**src/rtl/req_sched_pkg.sv**
```systemverilog
// Shared types and constants for the request scheduler.
// Used by req_sched and prio_enc16.
package req_sched_pkg;

   localparam int NUM_REQ = 16;
   localparam int IDX_W   = 4;
   localparam logic [7:0] NO_GRANT = 8'hF0;

   typedef enum logic [1:0] {
      IDLE  = 2'd0,
      GRANT = 2'd1,
      DONE  = 2'd2
   } state_t;

   // Rotate right so that bit (j + n) mod NUM_REQ lands on bit j.
   function automatic logic [NUM_REQ-1:0] rot_right(input logic [NUM_REQ-1:0] v,
                                                    input logic [IDX_W-1:0]   n);
      logic [2*NUM_REQ-1:0] dbl;
      dbl = {v, v} >> n;
      return dbl[NUM_REQ-1:0];
   endfunction

endpackage

```
**src/rtl/req_sched_prio.sv**
```systemverilog
// Combinational 16-input priority encoder.
// Reports the highest set bit and whether any bit is set.
module prio_enc16
   import req_sched_pkg::*;
(
   input  logic [NUM_REQ-1:0] vec,
   output logic [IDX_W-1:0]   idx,
   output logic               valid
);

   // Later iterations overwrite earlier ones, so the highest set bit wins.
   always_comb begin
      idx   = '0;
      valid = 1'b0;
      for (int i = 0; i < NUM_REQ; i++) begin
         if (vec[i]) begin
            idx   = i[IDX_W-1:0];
            valid = 1'b1;
         end
      end
   end

endmodule

```
**src/rtl/req_sched.sv**
```systemverilog
// Request scheduler: latches level requests and grants one eligible source at a time.
// Define REQ_SCHED_RR_EN for rotating priority; otherwise the highest index wins.
module req_sched
   import req_sched_pkg::*;
#(
   parameter int unsigned TIMEOUT_CYCLES = 255
)
(
   input  logic                clk,
   input  logic                rst,
   input  logic                ena,
   input  logic [NUM_REQ-1:0]  req,
   input  logic [NUM_REQ-1:0]  mask,
   input  logic                grant_ack,
   output logic                grant_valid,
   output logic [7:0]          grant_idx,
   output logic                busy,
   output logic                timeout
);

   localparam logic [7:0] TO_LIM = TIMEOUT_CYCLES[7:0];

   state_t               state;
   state_t               state_nx;
   logic [NUM_REQ-1:0]   pending;
   logic [NUM_REQ-1:0]   eligible;
   logic [NUM_REQ-1:0]   enc_in;
   logic [NUM_REQ-1:0]   clr_vec;
   logic [IDX_W-1:0]     enc_idx;
   logic [IDX_W-1:0]     win_idx;
   logic                 enc_valid;
   logic [7:0]           cnt;
   logic [7:0]           cnt_nx;
   logic                 valid_nx;
   logic [7:0]           idx_nx;
   logic                 timeout_nx;
   logic                 expire;
   logic                 finish;

   assign eligible = pending & ~mask;

`ifdef REQ_SCHED_RR_EN
   logic [IDX_W-1:0] last;

   // Rotate so the search starts at last-1, then map the winner back.
   assign enc_in  = rot_right(eligible, last);
   assign win_idx = enc_idx + last;

   always_ff @(posedge clk or posedge rst) begin
      if (rst) begin
         last <= '0;
      end else if (finish) begin
         last <= grant_idx[IDX_W-1:0];
      end
   end
`else
   assign enc_in  = eligible;
   assign win_idx = enc_idx;
`endif

   prio_enc16 u_enc (
      .vec   (enc_in),
      .idx   (enc_idx),
      .valid (enc_valid)
   );

   always_comb begin
      state_nx   = state;
      cnt_nx     = cnt;
      valid_nx   = 1'b0;
      idx_nx     = NO_GRANT;
      timeout_nx = 1'b0;
      expire     = 1'b0;
      finish     = 1'b0;
      clr_vec    = '0;
      case (state)
         IDLE: begin
            if (ena && enc_valid) begin
               state_nx = GRANT;
               valid_nx = 1'b1;
               idx_nx   = {{(8-IDX_W){1'b0}}, win_idx};
               cnt_nx   = 8'd0;
            end else begin
               state_nx = IDLE;
            end
         end
         GRANT: begin
            // An ack on the expiring cycle takes precedence over the timeout.
            expire = (TO_LIM != 8'd0) && ((cnt + 8'd1) == TO_LIM);
            finish = grant_ack || expire;
            if (finish) begin
               state_nx                      = DONE;
               clr_vec[grant_idx[IDX_W-1:0]] = 1'b1;
               timeout_nx                    = !grant_ack;
            end else begin
               state_nx = GRANT;
               valid_nx = 1'b1;
               idx_nx   = grant_idx;
               cnt_nx   = cnt + 8'd1;
            end
         end
         DONE: begin
            state_nx = IDLE;
         end
         default: begin
            state_nx = IDLE;
         end
      endcase
   end

   // A request arriving on the clearing edge keeps its pending bit set.
   always_ff @(posedge clk or posedge rst) begin
      if (rst) begin
         state       <= IDLE;
         pending     <= '0;
         cnt         <= 8'd0;
         grant_valid <= 1'b0;
         grant_idx   <= NO_GRANT;
         busy        <= 1'b0;
         timeout     <= 1'b0;
      end else begin
         state       <= state_nx;
         pending     <= (pending & ~clr_vec) | req;
         cnt         <= cnt_nx;
         grant_valid <= valid_nx;
         grant_idx   <= idx_nx;
         busy        <= (state_nx != IDLE);
         timeout     <= timeout_nx;
      end
   end

endmodule

```
**config.mk**
```make
export PLATFORM = sky130hd
export DESIGN_NAME = req_sched
export DESIGN_NICKNAME = d
export VERILOG_FILES = /design/src/rtl/req_sched_pkg.sv /design/src/rtl/req_sched_prio.sv /design/src/rtl/req_sched.sv
export SDC_FILE = /design/constraint.sdc
export NUM_CORES = 1
export LEC_CHECK = 0
export CORE_ASPECT_RATIO = 1.75
export CORE_MARGIN = 5
export CORE_UTILIZATION = 53
export DETAILED_ROUTE_END_ITERATION = 8
export HOLD_SLACK_MARGIN = 0.15
export PLACE_DENSITY_LB_ADDON = 0.15
export SKIP_LAST_GASP = 1
export SYNTH_ARGS = -nofsm -noshare
export SYNTH_HDL_FRONTEND = slang
export SYNTH_HIERARCHICAL = 1
export SYNTH_SLANG_ARGS = --single-unit
```
**constraint.sdc**
```tcl
create_clock -name clk -period 3.8 [get_ports clk]
set_input_delay 0.57 -clock clk [delete_from_list [all_inputs] [get_ports clk]]
set_output_delay 0.57 -clock clk [all_outputs]
set_load 0.1 [all_outputs]
```
## Yosys cells after proc, flatten, opt, wreduce, memory -nomap -nowiden

Cells that the tools add are included.
Widths: inputs -> output; s select.

| word-level totals | value |
|---|---|
| register bits | 37 |
| output and inout port bits | 11 |
| bits of input ports | 36 |

| cells by class | value |
|---|---|
| order comparisons | 2 |
| reduce and logical (&&, ||, !) cells | 8 |
| muxes and demuxes | 49 |
| add/subtract/negate cells | 1 |
| bitwise gates (word level) | 5 |
| eq/ne operators | 5 |

Operators with widths:

| cell | number |
|---|---|
| $and 16x16->16 | 2 |
| $mux 16 | 2 |
| $mux 4 | 8 |
| $mux 8 | 4 |
| $not 16->16 | 2 |
| $pmux 8 s2 | 2 |
| $mux 1 | 23 |
| $or 16x16->16 | 1 |
| $mux 3 | 4 |
| $add 8x1->8 const B | 1 |
| $eq 8x8->1 const B | 1 |
| $mux 2 | 3 |
| $ne 2x2->1 const B | 3 |
| $lt 4x5->1 const B | 1 |
| $demux 1 s4 | 1 |
| $ge 4x1->1 const B | 1 |
| $pmux 2 s2 | 1 |
| $reduce_bool 2->1 | 2 |
| $reduce_and 3->1 | 1 |
| $eq 2x1->1 const B | 1 |
| $logic_and 1x1->1 | 2 |
| $logic_not 2->1 | 1 |
| $pmux 1 s2 | 1 |
| $logic_not 1->1 | 1 |
| $logic_or 1x1->1 | 1 |

## Logic depth before layout (Yosys ltp)

Gate-level depths: netlist of run 1.

| logic depth | value |
|---|---|
| word-level depth | 22 |
| gate-level depth with buffers | 8 |
| depth with buffers taken out | 8 |

## By module

Netlist of run 1, hierarchy kept.

By module, submodules not included:

| module | cells each | instances | area an instance (um^2) |
|---|---|---|---|
| req_sched | 175 | 1 | 1735.4 |
| prio_enc16 | 29 | 1 | 161.4 |

## Worst setup path after synthesis of run 1

No wires, ideal clock.

| timing path | value |
|---|---|
| path kind | register to register |
| from | reg state[0] |
| to | reg cnt[5] |
| arrival time | 1.994 ns |
| slack | 1.680 ns |
| stages on the path, launching flop included | 5 |
| period minus slack after synthesis | 2.120 ns |
| required time | 3.674 ns |
| cell sequence | dfrtp_1 -> nand2b_1 -> nor2_1 -> a21oi_4 -> a221o_1 |

| on the way | value |
|---|---|
| word-level cells in the longest chain between the ends | 3 |

Ends and longest elaborated chain:

| item | line | text |
|---|---|---|
| start: declaration | req_sched.sv:23 | `state_t state;` |
| start signal: assignment | req_sched.sv:122 | `state <= state_nx;` |
| $eq 2x1->1 / $logic_not 2->1 (equally long branches) | req_sched.sv:76 | `case (state)` |
| $ne 2x2->1 (no source line) / $reduce_bool 2->1 (equally long branches) | - |  |
| $reduce_and 3->1 (no source line) | - |  |
| end signal: assignment | req_sched.sv:124 | `cnt <= cnt_nx;` |
| end: declaration | req_sched.sv:32 | `logic [7:0] cnt;` |

Parallel ways exist; a longest one is shown, timed or not.
A chain may end at the register's enable or synchronous reset.

## Worst setup path in the final report of run 1

| timing path | value |
|---|---|
| from | reg grant_idx[3] |
| to | out grant_idx[3] |

RTL lines:

| item | line | text |
|---|---|---|
| start: declaration | req_sched.sv:16 | `output logic [7:0] grant_idx,` |
| start signal: assignment | req_sched.sv:126 | `grant_idx <= idx_nx;` |

No word-level cell between the ends.

==> results of run 1 <==
## layout make-up
cell class	instances	area (sq um)	area share
multi-input cells	159	995	0.400
well taps	45	56.3	0.0227
flip-flops and latches	33	827	0.333
inverters	6	22.5	0.00906
clock inverters	1	30.0	0.0121
repair buffers	47	468	0.188
clock buffers	7	86.3	0.0347
## layer usage
layer | up-vias | share of wire | GRT usage | routed length [um]
li1 | 829 | - | - | -
met2 | 56 | 0.56 | 0.423 | 2810
met5 | - | 0 | 0 | 0
met3 | 12 | 0.046 | 0.0506 | 231
met4 | 0 | 0.031 | 0.104 | 155
met1 | 839 | 0.37 | 0.247 | 1850
## sequential cells by signal, indices dropped and copies added, names as in the netlist
| signal | cells |
|---|---|
| timeout | 1 |
| busy | 1 |
| grant_idx | 5 |
| cnt | 8 |
| state | 2 |
| pending | 16 |
## synth_stat cells, drive strengths merged, types with 4 or more instances
library cell   n
nor2b         20
nor2          37
nand2         11
nor4           6
nand2b         7
a22o           4
buf            5
inv            6
a221o          4
nand3          6
nor3b          6
nor3           9
a31oi         17
dfrtp         32
o21ai          4
## stage by stage
step	hold WS, ns	util
2_1_floorplan	0.433	-
4_1_cts	0.489	0.724
5_1_grt	0.524	0.724
3_3_place_gp	0.467	0.690
6_report	0.503	0.724
3_5_place_dp	0.480	0.690
## worst reg2reg max path: cells and delay by family (launching register included)
family	cells	cell delay (ns)
AND/OR/NAND/NOR	5	1.24
AO/OA/AOI/OAI	2	0.48
flip-flops	1	0.34
## power by group through the flow
stage                     clock network [uW]  registers [uW]  logic (uW)
final                                    345             453         492
after detailed placement                   0             458         494
after global routing                     366             465         521
after CTS                                350             453         494
after global placement                     0             456         488
after floorplan                            0             579         231
## logic make-up after synthesis
logic type / after synthesis / synth area share
AND/OR/NAND/NOR: 113 / 0.317
AO/OA/AOI/OAI: 38 / 0.160
flip-flops: 33 / 0.436
buffers and inverters: 12 / 0.0396
XOR/XNOR: 3 / 0.0178
multiplexers: 3 / 0.0158
adder cells (fa/ha/maj): 2 / 0.0132
## how the worst max path moves through the flow
stage,start,end,slack (ns)
2_1_floorplan,state[0],cnt[5],1.68
3_3_place_gp,mask[11],cnt[6],1.06
3_5_place_dp,mask[11],cnt[6],0.99
4_1_cts,grant_idx[3],grant_idx[3],1.02
5_1_grt,grant_idx[3],grant_idx[3],0.92
6_report,grant_idx[3],grant_idx[3],1.03
==> metrics, run 1 <==
outcome completed; vias in the first global route 1802; DR vias/cell between 5 and 6; share of cells above drive strength 1 0.0909; sw frac 0.418; Seq pwr share 0.351; Hold Crit Depth 1; R2R depth 7; H-tree levels 2; Async SR Flop Fraction 1.00; clock sink count 33; WL final just over 5 mm; Least-Margin Pin Slew approximately 1 ns; Data arrival, critical path between 2 and 2.5 ns; Net Count, Synth approximately 240; #FFs+latches synth 33; EDFF count, synth 0; drt pass-1 iters 4; synth top area cells dfrtp_1, nor2_1, nor2b_1; insertion delay to the later sink of the worst-skew pair around 0.28 ns; CP delay by family, top buffers and inverters; drt drc 0; CP max stage cell clkdlybuf4s50_1; Final Cycle Share 0.730; full die area just under 5000 sq um; Row Count 28; Bufs on Longest Clock Path 2; Setup crit end kind primary output; syn avg cell area 9.30 sq um; maximum clock rate 0.361 GHz; Post-Syn Instances 204; Post-DP HPWL between 3 and 4 mm; postcts setup bufs 0; logic gate share of total power 0.381; number of stages on the worst setup path 1; most frequent cells in the layout clkdlybuf4s50_1, nor2_1, dfrtp_1; wire per inst 16.9 um; DP Area 2370 sq um; R2R setup slack approximately 1.6 ns; Final Hold Vio Count 0; FF-to-FF Start pending[9]; Synth warnings 6; Overflow after GRT 0; CTS tree done; clk root buf clkbuf_8; WS Path Type reg -> out; IO Count 47; worst rel slew slack 0.335; Max Cap Viol 0; filler cell count around 290; port bufs between 40 and 50; fin area roughly 2500 sq um; clock power share 0.267; startpoint class of the critical path register; most common cell after layout, fill and taps aside clkdlybuf4s50_1; PostCTS Resize Cnt 0; first-pass GRT wire length 8.82 mm; Peak VDD IR ~0.00044 V; Post-Syn Area between 1500 and 2000 sq um; Critical R2R Capture cnt[6]; CTS clk-pin slew, worst paths around 0.07 ns; gr usage total 0.228; total power ~1300 uW; critical-path maximum fanout 18; Top FF cell, synth dfrtp_1; Clock Skew 0.00623 ns; Die Height between 80 and 90 um; pre-CTS WS approximately 0.99 ns; gp weighted congestion 0.818; PwrDens between 500 and 600 nW/um^2; Area Overhead vs Synth 31.0%; library cells used by synthesis 42; top-area cell type share of the netlist area 0.422; Final #Nets 290; antenna violations before repair 0; setup_tns 0 ns; CP required ~3.2 ns; HP Class reg -> reg; Inserted Diodes 0; worst-path cell chain clkdlybuf4s50_1; Die W around 55 um; cell-internal power roughly 750 uW; unrepaired setup endpoints after global routing false; Starting Density 0.552; largest net degree at the start of global routing 34; initial DRC count 28; Final WS setup approximately 1.0 ns; Sw Pwr around 540 uW; via count 1736; total core area roughly 3400 sq um; Setup Viol. Count Final 0; crit path time final roughly 2.8 ns; Max Slew Vio Count 0; Detail Route Antenna Nets 0; max incr delay on CP roughly 1.2 ns; Post-Layout Cell Count 298; leak pwr 0.000910 uW; Post-CTS Hold Fix Bufs 0; total buffers and inverters traversed by the critical path 1; TritonCTS buffer count 5; DP Cell Count 290; Yosys top cell by area dfrtp_1; post-synthesis sequential area ratio 0.436; hold path start state[1]; Hold Path End busy
No activity file was read; power rests on OpenSTA's default activity.
==> run 2, diff against run 1 <==
--- a/config.mk
+++ b/config.mk
@@ -7,7 +7,7 @@
 export LEC_CHECK = 0
 export CORE_ASPECT_RATIO = 1.75
 export CORE_MARGIN = 5
-export CORE_UTILIZATION = 53
+export CORE_UTILIZATION = 49
 export DETAILED_ROUTE_END_ITERATION = 8
 export HOLD_SLACK_MARGIN = 0.15
 export PLACE_DENSITY_LB_ADDON = 0.15
==> constraint.sdc (replaced) <==
create_clock -name clk -period 2.65 [get_ports clk]
set_input_delay 0.3975 -clock clk [delete_from_list [all_inputs] [get_ports clk]]
set_output_delay 0.3975 -clock clk [all_outputs]
set_load 0.1 [all_outputs]
==> run 2 against run 1 <==
Clock power is 10% higher. Combinational power is 43% higher. Utilization is 8.5 points lower. Largest power group unchanged. Count of clock-buffer cells in the layout stayed put. Sequential share of layout area is 0.53 points higher. Die area is 6.9% higher. Critical path type is now in -> reg. Clock skew is 0.0030 ns lower. Cell area is 1.6% lower. Worst setup slack worse by 0.42 ns.
==> metrics, run 2 (same netlist as run 1, synthesis figures left out) <==
Peak VDD IR 0.000462 V (+4.5%); drt pass-1 iters 4 (unchanged); via count 1724 (-0.69%); CP startpoint mask[12]; antenna violations before repair 0 (unchanged); DP Area 2360 sq um (-0.37%); fin area 2450 sq um (-1.6%); CTS clk-pin slew, worst paths 0.06 ns (about the same); Row Count 30 (+7.1%); leak pwr 0.000918 uW (+0.85%); WS Path Type in -> reg; worst rel slew slack 0.539 (+0.204); gr usage total 0.200 (-0.0281); wire per inst 16.2 um (-4.3%); Post-DP HPWL 3.77 mm (-3.6%); most frequent cells in the layout nor2_1, clkdlybuf4s50_1, dfrtp_1; Seq pwr share 0.376 (+0.025); Max Cap Viol 0 (unchanged); insertion delay to the later sink of the worst-skew pair 0.28 ns (about the same); Detail Route Antenna Nets 0 (unchanged); filler cell count 348 (+21%); setup_tns 0 ns (unchanged); Setup crit end kind register; area occupied by multi-input gates 995 sq um (unchanged); unrepaired setup endpoints after global routing false; Post-CTS Hold Fix Bufs 0 (unchanged); Setup Viol. Count Final 0 (unchanged); Die W 57.0 um (+3.3%); clk root buf clkbuf_8; Final Hold Vio Count 0 (unchanged); total core area 3830 sq um (+12%); port bufs 46 (unchanged); HP Class in -> async; H-tree levels 2 (unchanged); startpoint class of the critical path primary input; most common cell after layout, fill and taps aside nor2_1; Bufs on Longest Clock Path 2 (unchanged); CP required 2.82 ns (-0.41 ns); top flop regs pending (16), cnt (8), grant_idx (5); CTS tree done; share of cells above drive strength 1 0.138 (+0.0469); full die area 5260 sq um (+6.9%); Die Height 92.3 um (+3.6%); Area Overhead vs Synth 29.0%; Top reg by flops pending; DR vias/cell 5.71 (-2.0%); Inserted Diodes 0 (unchanged); vias in the first global route 1744 (-3.2%); crit path time final just over 2 ns; FF-to-FF Start cnt[1]; postcts setup bufs 0 (unchanged); max reg flops 16 (unchanged); outcome completed; clock power share 0.219 (-0.048); Starting Density 0.495 (-0.0571); Sw Pwr 767 uW (+42%); Final #Nets 292 (+0.69%); TritonCTS buffer count 5 (unchanged); largest net degree at the start of global routing 34 (unchanged); Final Cycle Share 0.770; Max Slew Vio Count 0 (unchanged); maximum clock rate 0.490 GHz; IO Count 47 (unchanged); critical-path maximum fanout 5 (-13); PwrDens 710 nW/um^2 (+37%); clock sink count 33 (unchanged); R2R setup slack 0.62 ns (-1.00 ns); WL final 4.89 mm (-3.1%); PostCTS Resize Cnt 0 (unchanged); Data arrival, critical path 2.21 ns (about the same); Clock Skew 0.00326 ns (-0.00297 ns); Overflow after GRT 0 (unchanged); logic gate share of total power 0.405 (+0.024); first-pass GRT wire length 8.11 mm (-8.0%); drt drc 0 (unchanged); cell-internal power 970 uW (+29%); sw frac 0.442 (+0.0233); initial DRC count 38 (+36%); register area 827 sq um (unchanged); gp weighted congestion 0.843 (+3.1%); Least-Margin Pin Slew 0.689 ns (-0.305 ns)
==> run 2: changes by cell type in the layout (fill, tap and decap cells not counted) <==
cell and change:
bufinv_16 -1, buf_4 +13, clkdlybuf4s50_1 -11
==> run 2: power groups by stage <==
stage	sequential, uW	combinational [uW]	clock (uW)
floorplan	831	331	0
global placement	662	701	0
detailed placement	662	706	0
CTS	654	707	389
global route	665	738	399
finish	654	703	380
==> run 2: layout make-up <==
| class | count | area share |
|---|---|---|
| multi-input combinational | 159 | 0.407 |
| sequential | 33 | 0.338 |
| timing repair buffer | 49 | 0.186 |
| clock buffer | 7 | 0.0353 |
| tap | 48 | 0.0246 |
| inverter | 6 | 0.00921 |
==> run 2: stage by stage <==
step	setup WS [ns]	power, uW	util	hold slack, ns	cells
after detailed placement	0.355	1370	0.616	0.488	295
after global routing	0.452	1800	0.639	0.519	302
after CTS	0.635	1750	0.639	0.497	302
after floorplan	0.530	1160	-	0.433	204
final	0.609	1740	0.639	0.505	302
after global placement	0.409	1360	0.616	0.481	295
==> run 2: critical path, cell delays in order <==
cell	delay [ns]
clkdlybuf4s50_1	0.45
nor2b_1	0.07
nor4_1	0.52
nand4_1	0.22
nand2_1	0.12
nor3_1	0.08
buf_4	0.17
a22o_1	0.18
==> run 2: worst paths after layout <==
| kind | to | depth (start not counted) |
|---|---|---|
| max in group asynchronous | grant_idx[6] | 3 |
| max reg2reg | pending[0] | 6 |
| min in group clk | busy | 1 |
| max | grant_idx[3] | 8 |
| min | cnt[2] | 3 |
| min reg2reg | busy | 1 |
==> run 2: layer usage <==
layer  up-vias  share of wire  global-route usage
li1        832              -                   -
met2        42           0.58               0.392
met5         -              0                   0
met4         0          0.023              0.0793
met3        12          0.039              0.0349
met1       838           0.36               0.199
==> run 3, diff against run 2 <==
==> constraint.sdc (replaced) <==
create_clock -name clk -period 2.1 [get_ports clk]
set_input_delay 0.315 -clock clk [delete_from_list [all_inputs] [get_ports clk]]
set_output_delay 0.315 -clock clk [all_outputs]
set_load 0.1 [all_outputs]
==> run 3 against run 2 <==
Die area is the same. Global-route usage grew 0.41 points. Routed wire length grew 3.8%. Sequential power grew 25%. Non-clock buffer count grew 18. First-iteration DRC count is the same. Via count grew 3.6%. Combinational power grew 35%. Total power grew 30%. Count of clock-buffer cells in the layout grew 1. Cell area grew 6.4%. Largest cell class unchanged.
==> metrics, run 3 (same netlist as run 1, synthesis figures left out) <==
critical-path maximum fanout 10 (+5); first-pass GRT wire length 8.22 mm (+1.3%); Final #Nets 310 (+6.2%); H-tree levels 2 (unchanged); CP endpoint cnt[6]; Fin Hold WS 0.424 ns (-0.0817 ns); total core area 3830 sq um (unchanged); Bufs on Longest Clock Path 2 (unchanged); Post-DP HPWL 3.98 mm (+5.5%); Die W 57.0 um (unchanged); Area Overhead vs Synth 37.3%; Final Hold Vio Count 0 (unchanged); Overflow after GRT 0 (unchanged); full die area 5260 sq um (unchanged); IO Count 47 (unchanged); CTS tree done; drt drc 0 (unchanged); most frequent cells in the layout nor2_1, clkdlybuf4s50_1, dfrtp_1, buf_4, nor2b_1; clock sink count 33 (unchanged); max reg flops 16 (unchanged); PwrDens 867 nW/um^2 (+22%); antenna violations before repair 0 (unchanged); Die Height 92.3 um (unchanged); gp weighted congestion 0.853 (+1.2%); share of cells above drive strength 1 0.198 (+0.0600); most common cell after layout, fill and taps aside nor2_1; Least-Margin Pin Slew 0.652 ns (-0.0376 ns); outcome completed; fin area 2600 sq um (+6.4%); CP required 2.27 ns (-0.55 ns); WS Path Type reg -> reg; Detail Route Antenna Nets 0 (unchanged); CP startpoint cnt[0]; Peak VDD IR 0.000556 V (+20%); FF-to-FF Start cnt[0]; Max Slew Vio Count 0 (unchanged); Final Cycle Share 0.969; Row Count 30 (unchanged); unrepaired setup endpoints after global routing false; clk root buf clkbuf_8; Post-CTS Hold Fix Bufs 0 (unchanged); Inserted Diodes 0 (unchanged); insertion delay to the later sink of the worst-skew pair 0.28 ns (about the same); Starting Density 0.495 (unchanged); Max Cap Viol 0 (unchanged); leak pwr 0.00102 uW (+11%); startpoint class of the critical path register; crit path time final around 2 ns; Setup Viol. Count Final 0 (unchanged); WL final 5.08 mm (+3.8%); pre-CTS WS -0.0561 ns (-0.411 ns); worst rel slew slack 0.564 (+0.0252); Data arrival, critical path 2.20 ns (about the same); Top reg by flops pending; wire per inst 15.8 um (-2.3%); gr usage total 0.204 (+0.00412); largest net degree at the start of global routing 34 (unchanged); DR vias/cell 5.56 (-2.5%); R2R setup slack 0.06 ns (-0.56 ns); CTS clk-pin slew, worst paths 0.07 ns (about the same); Clock Skew 0.00771 ns (+0.00445 ns); via count 1786 (+3.6%); Critical R2R Capture cnt[6]; total power 2260 uW (+30%); HP Class in -> async; drt pass-1 iters 4 (unchanged); R2R depth 6 (unchanged); port bufs 46 (unchanged); maximum clock rate 0.491 GHz; vias in the first global route 1839 (+5.4%); Setup crit end kind register; Final WS setup 0.0646 ns (-0.545 ns); TritonCTS buffer count 5 (unchanged); top flop regs pending (16), cnt (8), grant_idx (5); DP Area 2510 sq um (+6.3%); initial DRC count 38 (unchanged)
run 3: cell types whose count changed in the layout (fill, tap and decap cells not counted), sizes merged:
cell,delta
clkbuf,+1
buf,+18
run 3: repair_timing:
item | 4_1_cts | 5_1_grt
resized for setup | 0 | 1
setup buffers | 0 | 0
setup endpoints to repair | 0 | 4
run 3: per-stage QoR:
stage / utilization / TNS, ns / std cells
floorplan: - / 0 / 204
global placement: 0.655 / -0.0721 / 313
detailed placement: 0.655 / -0.122 / 313
CTS: 0.679 / 0 / 321
global route: 0.680 / 0 / 321
finish: 0.680 / 0 / 321
run 3: worst min path at each step:
| stage | endpoint | cells past startpoint |
|---|---|---|
| 2_1_floorplan | busy | 1 |
| 3_3_place_gp | busy | 1 |
| 3_5_place_dp | busy | 1 |
| 4_1_cts | grant_idx[2] | 3 |
| 5_1_grt | cnt[5] | 3 |
| 6_report | grant_idx[2] | 3 |
run 3: final cells by class:
type                            instances  area [sq um]
Timing Repair Buffer                   67           603
Fill cell                             347          1220
Multi-Input combinational cell        159          1000
Inverter                                6          22.5
Clock buffer                            8          90.1
Tap cell                               48          60.1
Sequential cell                        33           828
run 3: layer usage:
layer	track usage	vias to the layer above	wire length, um
li1	-	871	-
met5	0	-	0
met2	0.418	44	3010
met4	0.0774	0	106
met3	0.0349	8	186
met1	0.188	863	1780
run 3: worst max-delay path: stages, from the launching register on:
cell and delay [ns]:
dfrtp_1 0.42, ha_1 0.25, nor2b_1 0.22, o21ai_2 0.13, a211oi_4 0.42, nor2_4 0.13
a221o_1 0.34
run 3: report_power, final:
| group | switching, uW | internal [uW] | leakage (uW) |
|---|---|---|---|
| Clock | 225 | 267 | 0.0000455 |
| Combinational | 645 | 302 | 0.000608 |
| Sequential | 111 | 708 | 0.000363 |
| Total | 980 | 1280 | 0.00102 |
